[src/rtl/spi_pkg.sv]
// spi_pkg -- shared definitions for the SPI main controller and any
// subordinate model that talks to it.
//   * frame mode encodings and the frame lengths they select
//   * RX_BITS: number of leading received bits kept in rx_data
//   * FSM state enum for spi_main
//   * frame_len(): mode -> frame length in bits
package spi_pkg;

    localparam int FRAME_W = 258;  // widest frame, tx_data is left-aligned to this
    localparam int RX_BITS = 128;
    localparam int CNT_W   = 9;    // bit counter width, holds 0..257

    localparam logic [CNT_W-1:0] LEN_130 = 9'd130;
    localparam logic [CNT_W-1:0] LEN_198 = 9'd198;
    localparam logic [CNT_W-1:0] LEN_258 = 9'd258;

    typedef enum logic [1:0] {
        MODE_130 = 2'b00,
        MODE_198 = 2'b01,
        MODE_258 = 2'b10,
        MODE_ILL = 2'b11
    } mode_e;

    typedef enum logic [2:0] {
        IDLE,
        SETUP,
        SHIFT,
        HOLD,
        FLUSH,
        FIN
    } state_e;

    // The illegal mode never reaches a frame; it maps to the shortest length
    // only so the function is total.
    function automatic logic [CNT_W-1:0] frame_len(input logic [1:0] mode);
        case (mode)
            MODE_198: frame_len = LEN_198;
            MODE_258: frame_len = LEN_258;
            default:  frame_len = LEN_130;
        endcase
    endfunction

endpackage

[src/rtl/spi_main_if.sv]
// spi_main_if -- host-side request/response bundle of spi_main.
//   start    : single-cycle transfer request
//   mode     : frame length select (00=130, 01=198, 10=258, 11=illegal)
//   tx_data  : frame, left-aligned, bit 257 sent first
//   busy     : transfer in progress
//   done     : one-cycle pulse at transfer end
//   err      : one-cycle pulse on a start with the illegal mode
//   rx_data  : first 128 received bits, first bit in bit 127
// modport master = requester, modport slave = spi_main.
interface spi_main_if;
    import spi_pkg::*;

    logic                 start;
    logic [1:0]           mode;
    logic [FRAME_W-1:0]   tx_data;
    logic                 busy;
    logic                 done;
    logic                 err;
    logic [RX_BITS-1:0]   rx_data;

    modport master (
        output start, mode, tx_data,
        input  busy, done, err, rx_data
    );

    modport slave (
        input  start, mode, tx_data,
        output busy, done, err, rx_data
    );

endinterface

[src/rtl/spi_clk_gen.sv]
// spi_clk_gen -- serial clock divider.
//   clk, rst : system clock, async active-high reset
//   en       : run the divider; while low sclk is held low and the count cleared
//   sclk     : divided clock, toggles every CLK_DIV clk cycles while enabled
//   rise     : high in the clk cycle whose closing edge drives sclk 0->1
//   fall     : high in the clk cycle whose closing edge drives sclk 1->0
// The strobes lead the edge so the owner can update data on the very same
// clk edge that moves sclk.
module spi_clk_gen #(
    parameter int CLK_DIV = 2
) (
    input  logic clk,
    input  logic rst,
    input  logic en,
    output logic sclk,
    output logic rise,
    output logic fall
);

    logic [7:0] cnt;
    logic       tick;

    assign tick = en && (cnt == 8'(CLK_DIV - 1));
    assign rise = tick && !sclk;
    assign fall = tick && sclk;

    always_ff @(posedge clk or posedge rst) begin
        if (rst) begin
            cnt  <= '0;
            sclk <= 1'b0;
        end else if (!en) begin
            cnt  <= '0;
            sclk <= 1'b0;
        end else if (tick) begin
            cnt  <= '0;
            sclk <= ~sclk;
        end else begin
            cnt  <= cnt + 8'd1;
        end
    end

endmodule

[src/rtl/spi_main.sv]
// spi_main -- SPI main controller for 130/198/258-bit frames.
//   clk, rst : system clock, async active-high reset
//   host     : request/response bundle (spi_main_if.slave)
//   cs_n     : chip select, active low
//   sclk     : serial clock, idles low, CLK_DIV clk cycles per half-period
//   mosi     : serial out, changes on sclk rise, stable at the sampling fall
//   miso     : serial in, sampled on sclk fall
// Frame: SETUP (cs_n low, sclk low) -> SHIFT (N sclk periods) -> HOLD
// (sclk low, cs_n low) -> FLUSH (one sclk pulse with cs_n high, mosi low)
// -> FIN (done pulse).
module spi_main
    import spi_pkg::*;
#(
    parameter int CLK_DIV = 2
) (
    input  logic          clk,
    input  logic          rst,
    spi_main_if.slave     host,
    output logic          cs_n,
    output logic          sclk,
    output logic          mosi,
    input  logic          miso
);

    state_e               state;
    logic [FRAME_W-1:0]   shreg;
    logic [1:0]           frame_mode;
    logic [CNT_W-1:0]     bit_cnt;
    logic [CNT_W-1:0]     last_bit;
    logic [7:0]           hold_cnt;
    logic [RX_BITS-1:0]   rx;
    logic                 busy;
    logic                 done;
    logic                 err;
    logic                 clk_en;
    logic                 sclk_rise;
    logic                 sclk_fall;

    assign host.busy    = busy;
    assign host.done    = done;
    assign host.err     = err;
    assign host.rx_data = rx;

    assign last_bit = frame_len(frame_mode) - 9'd1;

    // SETUP's low time is the low half before the first rise, so the divider
    // already runs there; HOLD times itself because sclk must stay low.
    assign clk_en = (state == SETUP) || (state == SHIFT) || (state == FLUSH);

    spi_clk_gen #(
        .CLK_DIV (CLK_DIV)
    ) u_clk_gen (
        .clk  (clk),
        .rst  (rst),
        .en   (clk_en),
        .sclk (sclk),
        .rise (sclk_rise),
        .fall (sclk_fall)
    );

    always_ff @(posedge clk or posedge rst) begin
        if (rst) begin
            state      <= IDLE;
            shreg      <= '0;
            frame_mode <= MODE_130;
            bit_cnt    <= '0;
            hold_cnt   <= '0;
            rx         <= '0;
            busy       <= 1'b0;
            done       <= 1'b0;
            err        <= 1'b0;
            cs_n       <= 1'b1;
            mosi       <= 1'b0;
        end else begin
            done <= 1'b0;
            err  <= 1'b0;
            case (state)
                IDLE: begin
                    if (host.start) begin
                        if (host.mode == MODE_ILL) begin
                            err <= 1'b1;
                        end else begin
                            shreg      <= host.tx_data;
                            frame_mode <= host.mode;
                            bit_cnt    <= '0;
                            busy       <= 1'b1;
                            cs_n       <= 1'b0;
                            state      <= SETUP;
                        end
                    end
                end

                SETUP: begin
                    // first rise carries frame bit 0
                    if (sclk_rise) begin
                        mosi  <= shreg[FRAME_W-1];
                        shreg <= {shreg[FRAME_W-2:0], 1'b0};
                        state <= SHIFT;
                    end
                end

                SHIFT: begin
                    if (sclk_rise) begin
                        mosi  <= shreg[FRAME_W-1];
                        shreg <= {shreg[FRAME_W-2:0], 1'b0};
                    end
                    if (sclk_fall) begin
                        if (bit_cnt < 9'(RX_BITS))
                            rx <= {rx[RX_BITS-2:0], miso};
                        // stop on the last fall so the counter never wraps
                        if (bit_cnt == last_bit) begin
                            hold_cnt <= '0;
                            state    <= HOLD;
                        end else begin
                            bit_cnt  <= bit_cnt + 9'd1;
                        end
                    end
                end

                HOLD: begin
                    // mosi keeps the last bit through HOLD; it drops together
                    // with cs_n, never on an sclk edge
                    if (hold_cnt == 8'(CLK_DIV - 1)) begin
                        cs_n  <= 1'b1;
                        mosi  <= 1'b0;
                        state <= FLUSH;
                    end else begin
                        hold_cnt <= hold_cnt + 8'd1;
                    end
                end

                FLUSH: begin
                    if (sclk_fall) begin
                        done  <= 1'b1;
                        state <= FIN;
                    end
                end

                FIN: begin
                    // a start seen here is dropped: IDLE is not entered yet
                    busy  <= 1'b0;
                    state <= IDLE;
                end

                default: state <= IDLE;
            endcase
        end
    end

endmodule

[src/flat_wrapper.sv]
// flat-port wrapper written by rule: the top's interface ports become plain ports
module spi_main_flat import spi_pkg::*;
#(
    parameter int CLK_DIV = 2
)
  (clk, rst, cs_n, sclk, mosi, miso, host_start, host_mode, host_tx_data, host_busy, host_done, host_err, host_rx_data);
  spi_main_if host_i ();
  input  logic clk;
  input  logic rst;
  output logic cs_n;
  output logic sclk;
  output logic mosi;
  input  logic miso;
  input wire logic [$bits(host_i.start)-1:0] host_start;
  input wire logic [$bits(host_i.mode)-1:0] host_mode;
  input wire logic [$bits(host_i.tx_data)-1:0] host_tx_data;
  output wire logic [$bits(host_i.busy)-1:0] host_busy;
  output wire logic [$bits(host_i.done)-1:0] host_done;
  output wire logic [$bits(host_i.err)-1:0] host_err;
  output wire logic [$bits(host_i.rx_data)-1:0] host_rx_data;
  assign host_i.start = host_start;
  assign host_i.mode = host_mode;
  assign host_i.tx_data = host_tx_data;
  assign host_busy = host_i.busy;
  assign host_done = host_i.done;
  assign host_err = host_i.err;
  assign host_rx_data = host_i.rx_data;
  spi_main #(.CLK_DIV(CLK_DIV)) u_core (.clk(clk), .rst(rst), .host(host_i), .cs_n(cs_n), .sclk(sclk), .mosi(mosi), .miso(miso));
endmodule
[config.mk]
export PLATFORM = sky130hd
export DESIGN_NAME = spi_main_flat
export DESIGN_NICKNAME = d
export VERILOG_FILES = /design/src/rtl/spi_pkg.sv /design/src/rtl/spi_main_if.sv /design/src/rtl/spi_clk_gen.sv /design/src/rtl/spi_main.sv /design/src/flat_wrapper.sv
export SDC_FILE = /design/constraint.sdc
export NUM_CORES = 1
export LEC_CHECK = 0
export CAP_MARGIN = 10
export CORE_ASPECT_RATIO = 1.4
export CORE_MARGIN = 4
export CORE_UTILIZATION = 53
export CTS_BUF_LIST = sky130_fd_sc_hd__clkbuf_8
export DETAILED_ROUTE_END_ITERATION = 8
export PLACE_DENSITY = 0.89
export SKIP_LAST_GASP = 1
export SLEW_MARGIN = 15
export SYNTH_ARGS = -nofsm -noshare
export SYNTH_HDL_FRONTEND = slang
export SYNTH_SLANG_ARGS = --single-unit
[constraint.sdc]
create_clock -name clk -period 20.3 [get_ports clk]
set_input_delay 4.06 -clock clk [delete_from_list [all_inputs] [get_ports clk]]
set_output_delay 4.06 -clock clk [all_outputs]
set_load 0.1 [all_outputs]
# Yosys cells after proc, flatten, opt, wreduce, memory -nomap -nowiden
# Index checks and enable logic that the tools add are counted.
[classes]
n_reduce_logical = 23
order_cmp = 1
addsub = 4
bitwise_logic = 2
eq_ne = 22
muxes = 41
[ops]
columns = ["cell", "n"]
rows = [
  ["258-bit 2-to-1 mux", 3],
  ["258-bit one-hot mux with 2 select lines", 1],
  ["8-bit 2-to-1 mux", 5],
  ["9-bit 2-to-1 mux", 4],
  ["9-bit one-hot mux with 2 select lines", 2],
  ["3-bit 2-to-1 mux", 7],
  ["8-bit by 1-bit adder with 8-bit output, second input constant", 2],
  ["8-bit by 1-bit == test with 1-bit output, second input constant", 2],
  ["8-bit one-hot mux with 2 select lines", 1],
  ["3-bit one-hot mux with 5 select lines", 1],
  ["1-bit 2-to-1 mux", 14],
  ["2-bit by 1-bit inequality test with 1-bit output, second input constant", 6],
  ["3-bit AND reduction", 4],
  ["4-bit AND reduction", 3],
  ["2-bit nonzero test", 6],
  ["2-bit inequality test, second input constant", 5],
  ["9-bit by 1-bit adder with 9-bit output, second input constant", 1],
  ["9-bit == test", 1],
  ["9-bit by 8-bit less-than comparator with 1-bit output, second input constant", 1],
  ["9-bit by 1-bit subtractor with 9-bit output, second input constant", 1],
  ["7-bit AND reduction", 1],
  ["3-bit by 2-bit == test with 1-bit output, second input constant", 2],
  ["3-bit == test, second input constant", 2],
  ["1-bit one-hot mux with 2 select lines", 3],
  ["10 further kinds", 15],
]
[word_totals]
ff_bits = 422
wordCells = 106

# Depth between registers and ports, before layout
# Gate-level depths: netlist of run 1.
[depth]
word_depth = 7
mapped_depth = 9

# Modules after synthesis
# A second synthesis of run 1 with hierarchy kept.
[hier_totals]
hier_cells = 1608
area_unflattened_um2 = 18999.5
[modules_own_cells]
columns = ["mod", "cells_each", "seq_area_each_um2", "n_inst", "area_each_um2"]
rows = [
  ["spi_main", 1561, 10336.2, 1, 18552.8],
  ["spi_clk_gen", 47, 225.2, 1, 446.7],
]

# Least setup slack after synthesis of run 1
# No wires, ideal clock.
[synth_timing]
path_type = "input port to flip-flop"
startpoint = "input host_start"
endpoint = "register u_core.shreg[100]"
arrival_time_ns = 5.430
path_buffers = 4
stages = 9
t_required_ns = 20.168
path_slack_ns = 14.738
setup_time_ns = 0.132
cell_sequence = "or4b_1 -> buf_2 -> nand2b_4 -> o31a_1 -> buf_6 -> buf_6 -> buf_2 -> nand2_1 -> o21ai_1"
[synth_between]
elab_chain_len = 2
[synth_rtl]
columns = ["element", "line_no", "rtl"]
rows = [
  ["start, declared", "flat_wrapper.sv:14", "input wire logic [$bits(host_i.start)-1:0] host_start;"],
  ["2-bit inequality test (no line)", "-", ""],
  ["4-bit AND reduction (no line)", "-", ""],
  ["end signal, assigned", "spi_main.sv:83", "shreg <= host.tx_data;"],
  ["end signal, assigned", "spi_main.sv:97", "shreg <= {shreg[FRAME_W-2:0], 1'b0};"],
  ["end signal, assigned", "spi_main.sv:105", "shreg <= {shreg[FRAME_W-2:0], 1'b0};"],
  ["end, declared", "spi_main.sv:26", "logic [FRAME_W-1:0] shreg;"],
]
# Every way passes these cells.
# A chain may end at the register's enable or synchronous reset.

# Worst setup path after layout of run 1
[layout_timing]
startpoint = "input host_start"
endpoint = "register u_core.shreg[49]"
# The elaborated chain is that of the path after synthesis.

==> impl_metrics.tcl, run 1 <==
set metrics [dict create \
    outcome "complete, no violations" \
    vias_per_cell 5.41 \
    grt_start_max_net_pins 275 \
    numCtsBuffers 68 \
    cts-root-buf "clkbuf_8" \
    cp_cell_sequence "clkdlybuf4s50_1 > or4b_1 > nand2b_4 > o31a_2 > buf_12 > nand2_1 > o21ai_1" \
    fp-row-count 82 \
    min_period_over_period_pct 32.4 \
    fmax_mhz 152 \
    worst-setup-path-type "in2reg" \
    cap_violations 0 \
    rsz0062_at_grt "no" \
    dpl_cell_area_um2 23400 \
    p_leak_nw 12.1 \
    worstSkewPairLatency_ns 0.59 \
    synth_xor_area_share_pct 0.495 \
    synthMuxAreaShare_pct 22.8 \
    synth_flop_cell "dfrtp_1" \
    max_stage_delay_ns 0.76 \
    core-area_um2 36000 \
    tns_ns 0 \
    cts_tree "done" \
    pin_count 398 \
    p_per_area_nw_per_um2 135 \
    drc 0 \
    tightest_slew_ns 1.25 \
    worst_setup_path_start_kind "input pin" \
    synth_area_um2 19500 \
    grt_pass1_vias 14300 \
    port_buffers 397 \
    stdcell_area_um2 24900 \
    synth_compound_area_share_pct 10.0 \
    synth-seq-cells 422 \
    synth_nets 1870 \
    synthAdderAreaFrac_pct 0.386 \
    synth_edf_count 0 \
    yosysWarningCount 0 \
    synth_area_leaders "dfrtp_1 (54%), mux2i_1 (13%), mux2_4 (8.5%)" \
    die-area_um2 39900 \
    slowest_stage "o31a_2" \
    grt_usage_pct 23.0 \
    htreeDepth 3 \
    hpwl_um 32600 \
    avgSynthCellArea_um2 12.2 \
    ir_drop_v 0.000153 \
    drive_gt1_share_pct 17.1 \
    antenna_found_initial 7 \
    drtIter0Drc 807 \
    cp_data_arrival_time_ns 7.07 \
    avgRoutedWirePerCell_um 18.8 \
    cts_sinks 422 \
    clockBufferDepth 3 \
    yosysUniqueCellTypes 59 \
    ctsHoldBuffers 0 \
    syn2layout_area_growth_pct 28.0 \
    clk_pin_slew_ns 0.06 \
    dr.pass1.iters 5 \
    crit_required_ns 20.79 \
    postCtsResizedCells 0 \
    drt.antenna.violating_nets 0 \
    hold_class "reg2reg" \
    dieHeight_um 235 \
    whs_ns 0.475 \
    synth_top_family_by_area "multiplexers" \
    yosysSeqAreaShare_pct 54.2 \
    synth_top_cell_by_area "dfrtp_1" \
    overflow 0 \
    via_count 13500 \
    fin_crit_ns 6.58 \
    synthCells 1600 \
    grt_pass1_wl_um 74800 \
    die_width_um 170 \
    hold_violations 0 \
    relSlewSlack_pct 16.9 \
    endpoint_kind "flop" \
    fin_worst_skew_ns 0.0255 \
    setup_viol 0 \
    crit_fanout 274 \
    synth-simple-area-share_pct 7.88 \
    synth_top_area_share_pct 54.1 \
    async_reset_ff_share_pct 100 \
    nets 2243 \
    postCtsSetupBuffers 0 \
    place_congestion 0.889 \
    slew_violations 0 \
    routed_wl_um 47000 \
    initial_utilization_pct 54.1 \
]
==> worst max-delay path, delay by kind of cell <==
kind                   cells  cell delay [ns]
AOI/OAI and AO/OA          2             0.89
buffers and inverters      2             1.06
and+or+nand+nor            3             0.67
==> logic make-up (layout without fill, tap and decap cells) <==
| family | after synthesis | count (layout) |
|---|---|---|
| simple gates | 363 | 363 |
| buf+inv | 110 | 536 |
| mux | 387 | 387 |
| other cells | 0 | 7 |
| flops | 422 | 422 |
| fa+ha+maj | 6 | 6 |
| compound gates | 301 | 301 |
| xor+xnor | 11 | 11 |
==> synth_stat cells, types with 3 or more instances <==
library cell  number
xor2_1             6
mux2_1            10
o21ai_0           14
nor4b_1            3
dfrtp_1          421
nand4_1            4
buf_6             50
a21oi_1           14
buf_2             12
nand2_1          279
mux2i_1          259
o22ai_1            3
mux2_4           110
inv_1              5
clkbuf_1          42
nand3_1           11
ha_1               6
o21ai_2          100
nand2b_1           3
nand3b_1           4
nor2_1            30
and3_1             5
nor3_1             5
o21ai_1          149
o31ai_1            3
xnor2_1            5
mux2_2             8
==> final timing paths <==
path / from / end / slack, ns / cells past startpoint
max in group asynchronous: rst / u_core.shreg[38]$_DFFE_PP0P_ / 13.73 / 4
max reg2reg: u_core.state[1]$_DFFE_PP0P_ / u_core.shreg[49]$_DFFE_PP0P_ / 16.70 / 6
min in group asynchronous: rst / u_core.host.rx_data[122]$_DFFE_PP0P_ / 4.14 / 2
min: u_core.shreg[166]$_DFFE_PP0P_ / u_core.shreg[166]$_DFFE_PP0P_ / 0.47 / 2
max: host_start / u_core.shreg[49]$_DFFE_PP0P_ / 13.72 / 7
min reg2reg: u_core.shreg[166]$_DFFE_PP0P_ / u_core.shreg[166]$_DFFE_PP0P_ / 0.47 / 2
==> cell usage in the layout, fill, tap and decap left out, drive strengths merged, types with 3 or more instances in the layout <==
| cell | Yosys | routed |
|---|---|---|
| o31ai | 3 | 3 |
| clkinv | 0 | 9 |
| clkbuf | 42 | 83 |
| nand3 | 11 | 11 |
| xnor2 | 5 | 5 |
| and3 | 5 | 5 |
| bufinv | 0 | 7 |
| nand2b | 4 | 4 |
| buf | 63 | 11 |
| clkinvlp | 0 | 4 |
| ha | 6 | 6 |
| or3b | 3 | 3 |
| clkdlybuf4s50 | 0 | 397 |
| a21oi | 14 | 14 |
| inv | 5 | 25 |
| mux2 | 128 | 128 |
| nand2 | 280 | 280 |
| nor4b | 3 | 3 |
| mux2i | 259 | 259 |
| nor3 | 5 | 5 |
| nand4 | 4 | 4 |
| o21ai | 263 | 263 |
| nand3b | 4 | 4 |
| nor2 | 31 | 31 |
| diode | 0 | 7 |
| o22ai | 3 | 3 |
| dfrtp | 421 | 421 |
| xor2 | 6 | 6 |
==> through the flow <==
step / util [%] / total power (W) / instances / worst slack [ns]
global placement: 64.9 / 0.00251 / 2365 / 13.11
CTS: 69.1 / 0.00340 / 2488 / 13.64
global route: 69.2 / 0.00360 / 2495 / 13.31
finish: 69.2 / 0.00336 / 2495 / 13.72
floorplan: - / 0.00237 / 1600 / 4.49
detailed placement: 64.9 / 0.00258 / 2365 / 13.05
==> report_power, final <==
part	total (W)	switching [W]	internal (W)
Sequential	0.00126	0.000154	0.00111
Combinational	0.00130	0.000748	0.000550
Clock	0.000805	0.000343	0.000462
Total	0.00336	0.00125	0.00212
==> routing by layer <==
layer | vias up | track usage, % | part of all wire (%)
met5 | - | 0 | 0
met4 | 0 | 8.64 | 2.6
met3 | 82 | 5.94 | 6.7
met2 | 420 | 40.8 | 53
met1 | 6624 | 26.5 | 38
li1 | 6383 | - | -
==> sequential cells by signal, summed over array words and instances, names as in the netlist <==
signal	count
u_core.cs_n	1
u_core.host.busy	1
u_core.u_clk_gen.sclk	1
u_core.u_clk_gen.cnt	8
u_core.frame_mode	2
u_core.state	3
u_core.host.rx_data	128
u_core.bit_cnt	9
u_core.host.done	1
u_core.hold_cnt	8
u_core.host.err	1
u_core.shreg	258
u_core.mosi	1
==> area by class of cell <==
type	instances	area, um^2
fill	2449	11100
sequential	422	10600
multi-input combinational	1068	8140
timing repair buffer	408	4080
clock buffer	83	1140
tap	462	578
clock inverter	40	369
inverter	5	26.3
antenna	7	17.5
Note: power is estimated with default switching activity, not from simulation.
==> run 2, diff against run 1 <==
--- a/config.mk
+++ b/config.mk
@@ -8,10 +8,10 @@
 export CAP_MARGIN = 10
 export CORE_ASPECT_RATIO = 1.4
 export CORE_MARGIN = 4
-export CORE_UTILIZATION = 53
+export CORE_UTILIZATION = 48
 export CTS_BUF_LIST = sky130_fd_sc_hd__clkbuf_8
 export DETAILED_ROUTE_END_ITERATION = 8
-export PLACE_DENSITY = 0.89
+export PLACE_DENSITY = 0.85
 export SKIP_LAST_GASP = 1
 export SLEW_MARGIN = 15
 export SYNTH_ARGS = -nofsm -noshare
==> constraint.sdc (replaced) <==
create_clock -name clk -period 6 [get_ports clk]
set_input_delay 1.2 -clock clk [delete_from_list [all_inputs] [get_ports clk]]
set_output_delay 1.2 -clock clk [all_outputs]
set_load 0.1 [all_outputs]
==> impl_metrics.tcl, run 2 (synthesized netlist as in run 1, its figures left out) <==
set metrics [dict create \
    avgRoutedWirePerCell_um 17.9 \
    crit_family "buffers and inverters" \
    syn2layout_area_growth_pct 28.0 \
    via_count 13500 \
    crit_required_ns 4.80 \
    cp_data_arrival_time_ns 2.30 \
    drive_gt1_share_pct 16.9 \
    clk_pin_slew_ns 0.06 \
    cts-root-buf "clkbuf_8" \
    tightest_slew_ns 1.08 \
    clockBufferDepth 3 \
    pin_count 398 \
    postCtsResizedCells 0 \
    total_power_w 0.0111 \
    core-area_um2 40200 \
    holdCritStartpoint "u_core.shreg[226]$_DFFE_PP0P_" \
    final_common_cell "dfrtp_1" \
    antenna_found_initial 9 \
    max_stage_delay_ns 1.22 \
    routed_wl_um 45900 \
    cap_violations 0 \
    postCtsSetupBuffers 0 \
    finalCoreUtilization_pct 62.0 \
    grt_pass1_vias 14100 \
    worst_setup_path_start_kind "flop" \
    numCtsBuffers 68 \
    fp-row-count 87 \
    routed-wl-met3_um 3070 \
    hold_class "reg2reg" \
    setup_slack_ns 2.50 \
    min_to "u_core.shreg[226]$_DFFE_PP0P_" \
    place_congestion 0.822 \
    grt_pass1_wl_um 72300 \
    relSlewSlack_pct 27.9 \
    wl_met2_um 24100 \
    setup_viol 0 \
    cp_cell_sequence "clkdlybuf4s50_1" \
    drt-met1-wl_um 17400 \
    p_per_area_nw_per_um2 447 \
    dpl_cell_area_um2 23500 \
    stdcell_area_um2 24900 \
    tns_ns 0 \
    hpwl_um 31700 \
    crit_fanout 7 \
    highest_layer "met5" \
    worstSkewPairLatency_ns 0.59 \
    grt_start_max_net_pins 198 \
    final_cell_mix "dfrtp_1 (421), clkdlybuf4s50_1 (397), nand2_1 (279)" \
    cts_tree "done" \
    die-area_um2 43900 \
    p_leak_nw 12.1 \
    overflow 0 \
    top_register "u_core.shreg" \
    worst-setup-path-type "reg2out" \
    nets 2245 \
    drt.antenna.violating_nets 0 \
    slowest_stage "clkdlybuf4s50_1" \
    dieHeight_um 246 \
    die_width_um 178 \
    hold_violations 0 \
    slew_violations 0 \
    nFillCells 3021 \
    dr.pass1.iters 4 \
    place_ws_ns 2.41 \
    fin_crit_ns 3.50 \
    drc 0 \
    largest_reg_flops 258 \
    cp_num_buf_inv 1 \
    htreeDepth 3 \
    cts_sinks 422 \
    rsz0062_at_grt "no" \
    min_period_over_period_pct 58.3 \
    outcome "complete, no violations" \
    initial_utilization_pct 48.5 \
    ctsHoldBuffers 0 \
    reg2reg_slack_ns 2.51 \
    min_path_cells 2 \
    ir_drop_v 0.000424 \
    fin_worst_skew_ns 0.0162 \
    fmax_mhz 286 \
    drtIter0Drc 694 \
    r2r-end "u_core.host.rx_data[12]$_DFFE_PP0P_" \
    reg2reg_depth 5 \
    grt_usage_pct 20.3 \
    vias_per_cell 5.25 \
    endpoint_kind "output port" \
    port_buffers 397 \
    r2r_start "u_core.state[2]$_DFFE_PP0P_" \
]
==> run 2: per-layer routing <==
| metal | up-vias | track usage (%) |
|---|---|---|
| li1 | 6374 | - |
| met1 | 6575 | 23.2 |
| met2 | 425 | 36.0 |
| met3 | 90 | 5.14 |
| met4 | 2 | 8.54 |
| met5 | - | 0 |
==> run 2: report_power, final <==
| part | switching, W | internal [W] |
|---|---|---|
| Clock | 0.00113 | 0.00138 |
| Combinational | 0.00251 | 0.00186 |
| Sequential | 0.000520 | 0.00374 |
| Total | 0.00416 | 0.00699 |
==> run 2: worst max-delay path by stage <==
stage                                       from                            endpoint  slack (ns)  cells past startpoint
2_1_floorplan                                rst       u_core.bit_cnt[0]$_DFFE_PP0P_       -0.89                      1
3_3_place_gp                          host_start       u_core.shreg[194]$_DFFE_PP0P_        2.51                      7
5_1_grt              u_core.state[2]$_DFFE_PP0P_  u_core.host.rx_data[3]$_DFFE_PP0P_        2.35                      5
4_1_cts        u_core.u_clk_gen.sclk$_DFFE_PP0P_                                sclk        2.45                      1
3_5_place_dp                          host_start       u_core.shreg[181]$_DFFE_PP0P_        2.41                      7
6_report       u_core.u_clk_gen.sclk$_DFFE_PP0P_                                sclk        2.50                      1
==> run 2: worst min-delay path, stage by stage, from the launching register on <==
cell and delay [ns]:
dfrtp_1 0.34, nand2_1 0.06, o21ai_2 0.05
==> run 2: layout make-up <==
class | count | area, um^2 | share of cell area (%)
Tap cell | 534 | 668 | 2.68
Inverter | 5 | 22.5 | 0.0904
Multi-Input combinational cell | 1068 | 8140 | 32.7
Timing Repair Buffer | 410 | 4130 | 16.6
Clock inverter | 32 | 229 | 0.919
Clock buffer | 83 | 1140 | 4.58
Antenna cell | 9 | 22.5 | 0.0904
Sequential cell | 422 | 10600 | 42.4
==> run 2: metrics by stage <==
step / std cells / hold slack, ns
2_1_floorplan: 1600 / 0.438
3_3_place_gp: 2439 / 0.459
3_5_place_dp: 2439 / 0.465
4_1_cts: 2554 / 0.478
5_1_grt: 2562 / 0.496
6_report: 2563 / 0.477
==> run 3, diff against run 2 <==
--- a/config.mk
+++ b/config.mk
@@ -8,10 +8,10 @@
 export CAP_MARGIN = 10
 export CORE_ASPECT_RATIO = 1.4
 export CORE_MARGIN = 4
-export CORE_UTILIZATION = 48
+export CORE_UTILIZATION = 53
 export CTS_BUF_LIST = sky130_fd_sc_hd__clkbuf_8
 export DETAILED_ROUTE_END_ITERATION = 8
-export PLACE_DENSITY = 0.85
+export PLACE_DENSITY = 0.89
 export SKIP_LAST_GASP = 1
 export SLEW_MARGIN = 15
 export SYNTH_ARGS = -nofsm -noshare
==> constraint.sdc (replaced) <==
create_clock -name clk -period 3.6 [get_ports clk]
set_input_delay 0.72 -clock clk [delete_from_list [all_inputs] [get_ports clk]]
set_output_delay 0.72 -clock clk [all_outputs]
set_load 0.1 [all_outputs]
==> impl_metrics.tcl, run 3 (synthesized netlist as in run 1, its figures left out) <==
set metrics [dict create \
    cp_num_buf_inv 1 \
    worst-setup-path-type "reg2out" \
    syn2layout_area_growth_pct 28.9 \
    endpoint_kind "output port" \
    grt_usage_pct 23.6 \
    final_cell_mix "dfrtp_1 (421), clkdlybuf4s50_1 (392), nand2_1 (279)" \
    worstSkewPairLatency_ns 0.60 \
    die_width_um 170 \
    crit_required_ns 2.88 \
    dr.pass1.iters 5 \
    postCtsSetupBuffers 0 \
    antenna_found_initial 3 \
    p_leak_nw 12.3 \
    ir_drop_v 0.000923 \
    drt-met1-wl_um 17700 \
    slew_violations 0 \
    min_period_over_period_pct 82.9 \
    hold_class "reg2reg" \
    clockBufferDepth 3 \
    cts_sinks 422 \
    cts-root-buf "clkbuf_8" \
    grt_pass1_wl_um 76000 \
    grt_start_max_net_pins 128 \
    initial_utilization_pct 54.1 \
    fin_crit_ns 2.98 \
    hold_violations 0 \
    crit_family "buffers and inverters" \
    cap_violations 0 \
    port_buffers 397 \
    max_stage_delay_ns 1.19 \
    drtIter0Drc 876 \
    grt_pass1_vias 14400 \
    outcome "complete, no violations" \
    final_common_cell "dfrtp_1" \
    tightest_slew_ns 1.04 \
    dieHeight_um 235 \
    die-area_um2 39900 \
    via_count 13700 \
    place_ws_ns 0.447 \
    nFillCells 2385 \
    final_cells 2519 \
    nets 2274 \
    relSlewSlack_pct 30.6 \
    routed-wl-met3_um 3160 \
    overflow 0 \
    vias_per_cell 5.46 \
    combPwrFrac_pct 40.8 \
    p_per_area_nw_per_um2 754 \
    cp_cell_sequence "clkdlybuf4s50_1" \
    pin_count 398 \
    htreeDepth 3 \
    seqPwrFrac_pct 37.5 \
    place_congestion 0.899 \
    sw_frac_of_total_pct 37.6 \
    largest_reg_flops 258 \
    drc 0 \
    clk_pin_slew_ns 0.06 \
    p_int_w 0.0118 \
    stdcell_area_um2 25100 \
    worst_setup_path_start_kind "flop" \
    top_register "u_core.shreg" \
    fin_worst_skew_ns 0.0284 \
    tns_ns 0 \
    postCtsResizedCells 0 \
    slowest_stage "clkdlybuf4s50_1" \
    fp-row-count 82 \
    dpl_cell_area_um2 23700 \
    p_clk_share_pct 21.6 \
    setup_slack_ns 0.617 \
    cts_tree "done" \
    drive_gt1_share_pct 18.4 \
    wl_met2_um 25000 \
    dpl.cell_count 2397 \
    cp_data_arrival_time_ns 2.26 \
    ctsHoldBuffers 0 \
    routed_wl_um 47700 \
    setup_viol 0 \
    power_switching_w 0.00711 \
    hpwl_um 34200 \
    rsz0062_at_grt "no" \
    core-area_um2 36000 \
    avgRoutedWirePerCell_um 18.9 \
    numCtsBuffers 67 \
    crit_fanout 3 \
    highest_layer "met4" \
    drt.antenna.violating_nets 0 \
    fmax_mhz 335 \
    total_power_w 0.0189 \
]
run 3: metrics by stage:
step,hold WS [ns],util (%)
after floorplan,0.438,-
after detailed placement,0.457,65.9
after global routing,0.491,69.7
final,0.468,69.7
after global placement,0.459,65.9
after CTS,0.469,69.7
run 3: area by class of cell:
| class | instances | area (um^2) | share of cell area [%] |
|---|---|---|---|
| Sequential cell | 422 | 10600 | 42.1 |
| Antenna cell | 3 | 7.51 | 0.0299 |
| Tap cell | 462 | 578 | 2.30 |
| Multi-Input combinational cell | 1068 | 8140 | 32.4 |
| Timing Repair Buffer | 440 | 4430 | 17.7 |
| Clock buffer | 85 | 1170 | 4.66 |
| Clock inverter | 34 | 188 | 0.748 |
| Inverter | 5 | 22.5 | 0.0897 |
run 3: routing by layer:
metal	global-route usage (%)	up-vias
li1	-	6420
met1	27.5	6720
met2	41.7	498
met3	5.16	111
met4	9.71	0
met5	0	-
run 3: worst paths after layout:
kind                                                       from                                   end  slack (ns)  depth (start not counted)
max in group asynchronous                                   rst         u_core.shreg[121]$_DFFE_PP0P_        2.09                          4
min in group asynchronous                                   rst  u_core.host.rx_data[114]$_DFFE_PP0P_        0.52                          2
min reg2reg                             u_core.cs_n$_DFFE_PP1P_               u_core.cs_n$_DFFE_PP1P_        0.47                          2
max                        u_core.host.rx_data[123]$_DFFE_PP0P_                     host_rx_data[123]        0.62                          1
max reg2reg                         u_core.state[1]$_DFFE_PP0P_    u_core.host.rx_data[2]$_DFFE_PP0P_        0.72                          5
min                                     u_core.cs_n$_DFFE_PP1P_               u_core.cs_n$_DFFE_PP1P_        0.47                          2
run 3: power by group through the flow:
stage          clock network (W)  logic [W]  registers [W]
6_report                 0.00410    0.00773        0.00710
5_1_grt                  0.00442    0.00853        0.00727
4_1_cts                  0.00420    0.00782        0.00709
3_5_place_dp                   0    0.00779        0.00714
3_3_place_gp                   0    0.00744        0.00706
2_1_floorplan                  0    0.00634        0.00705
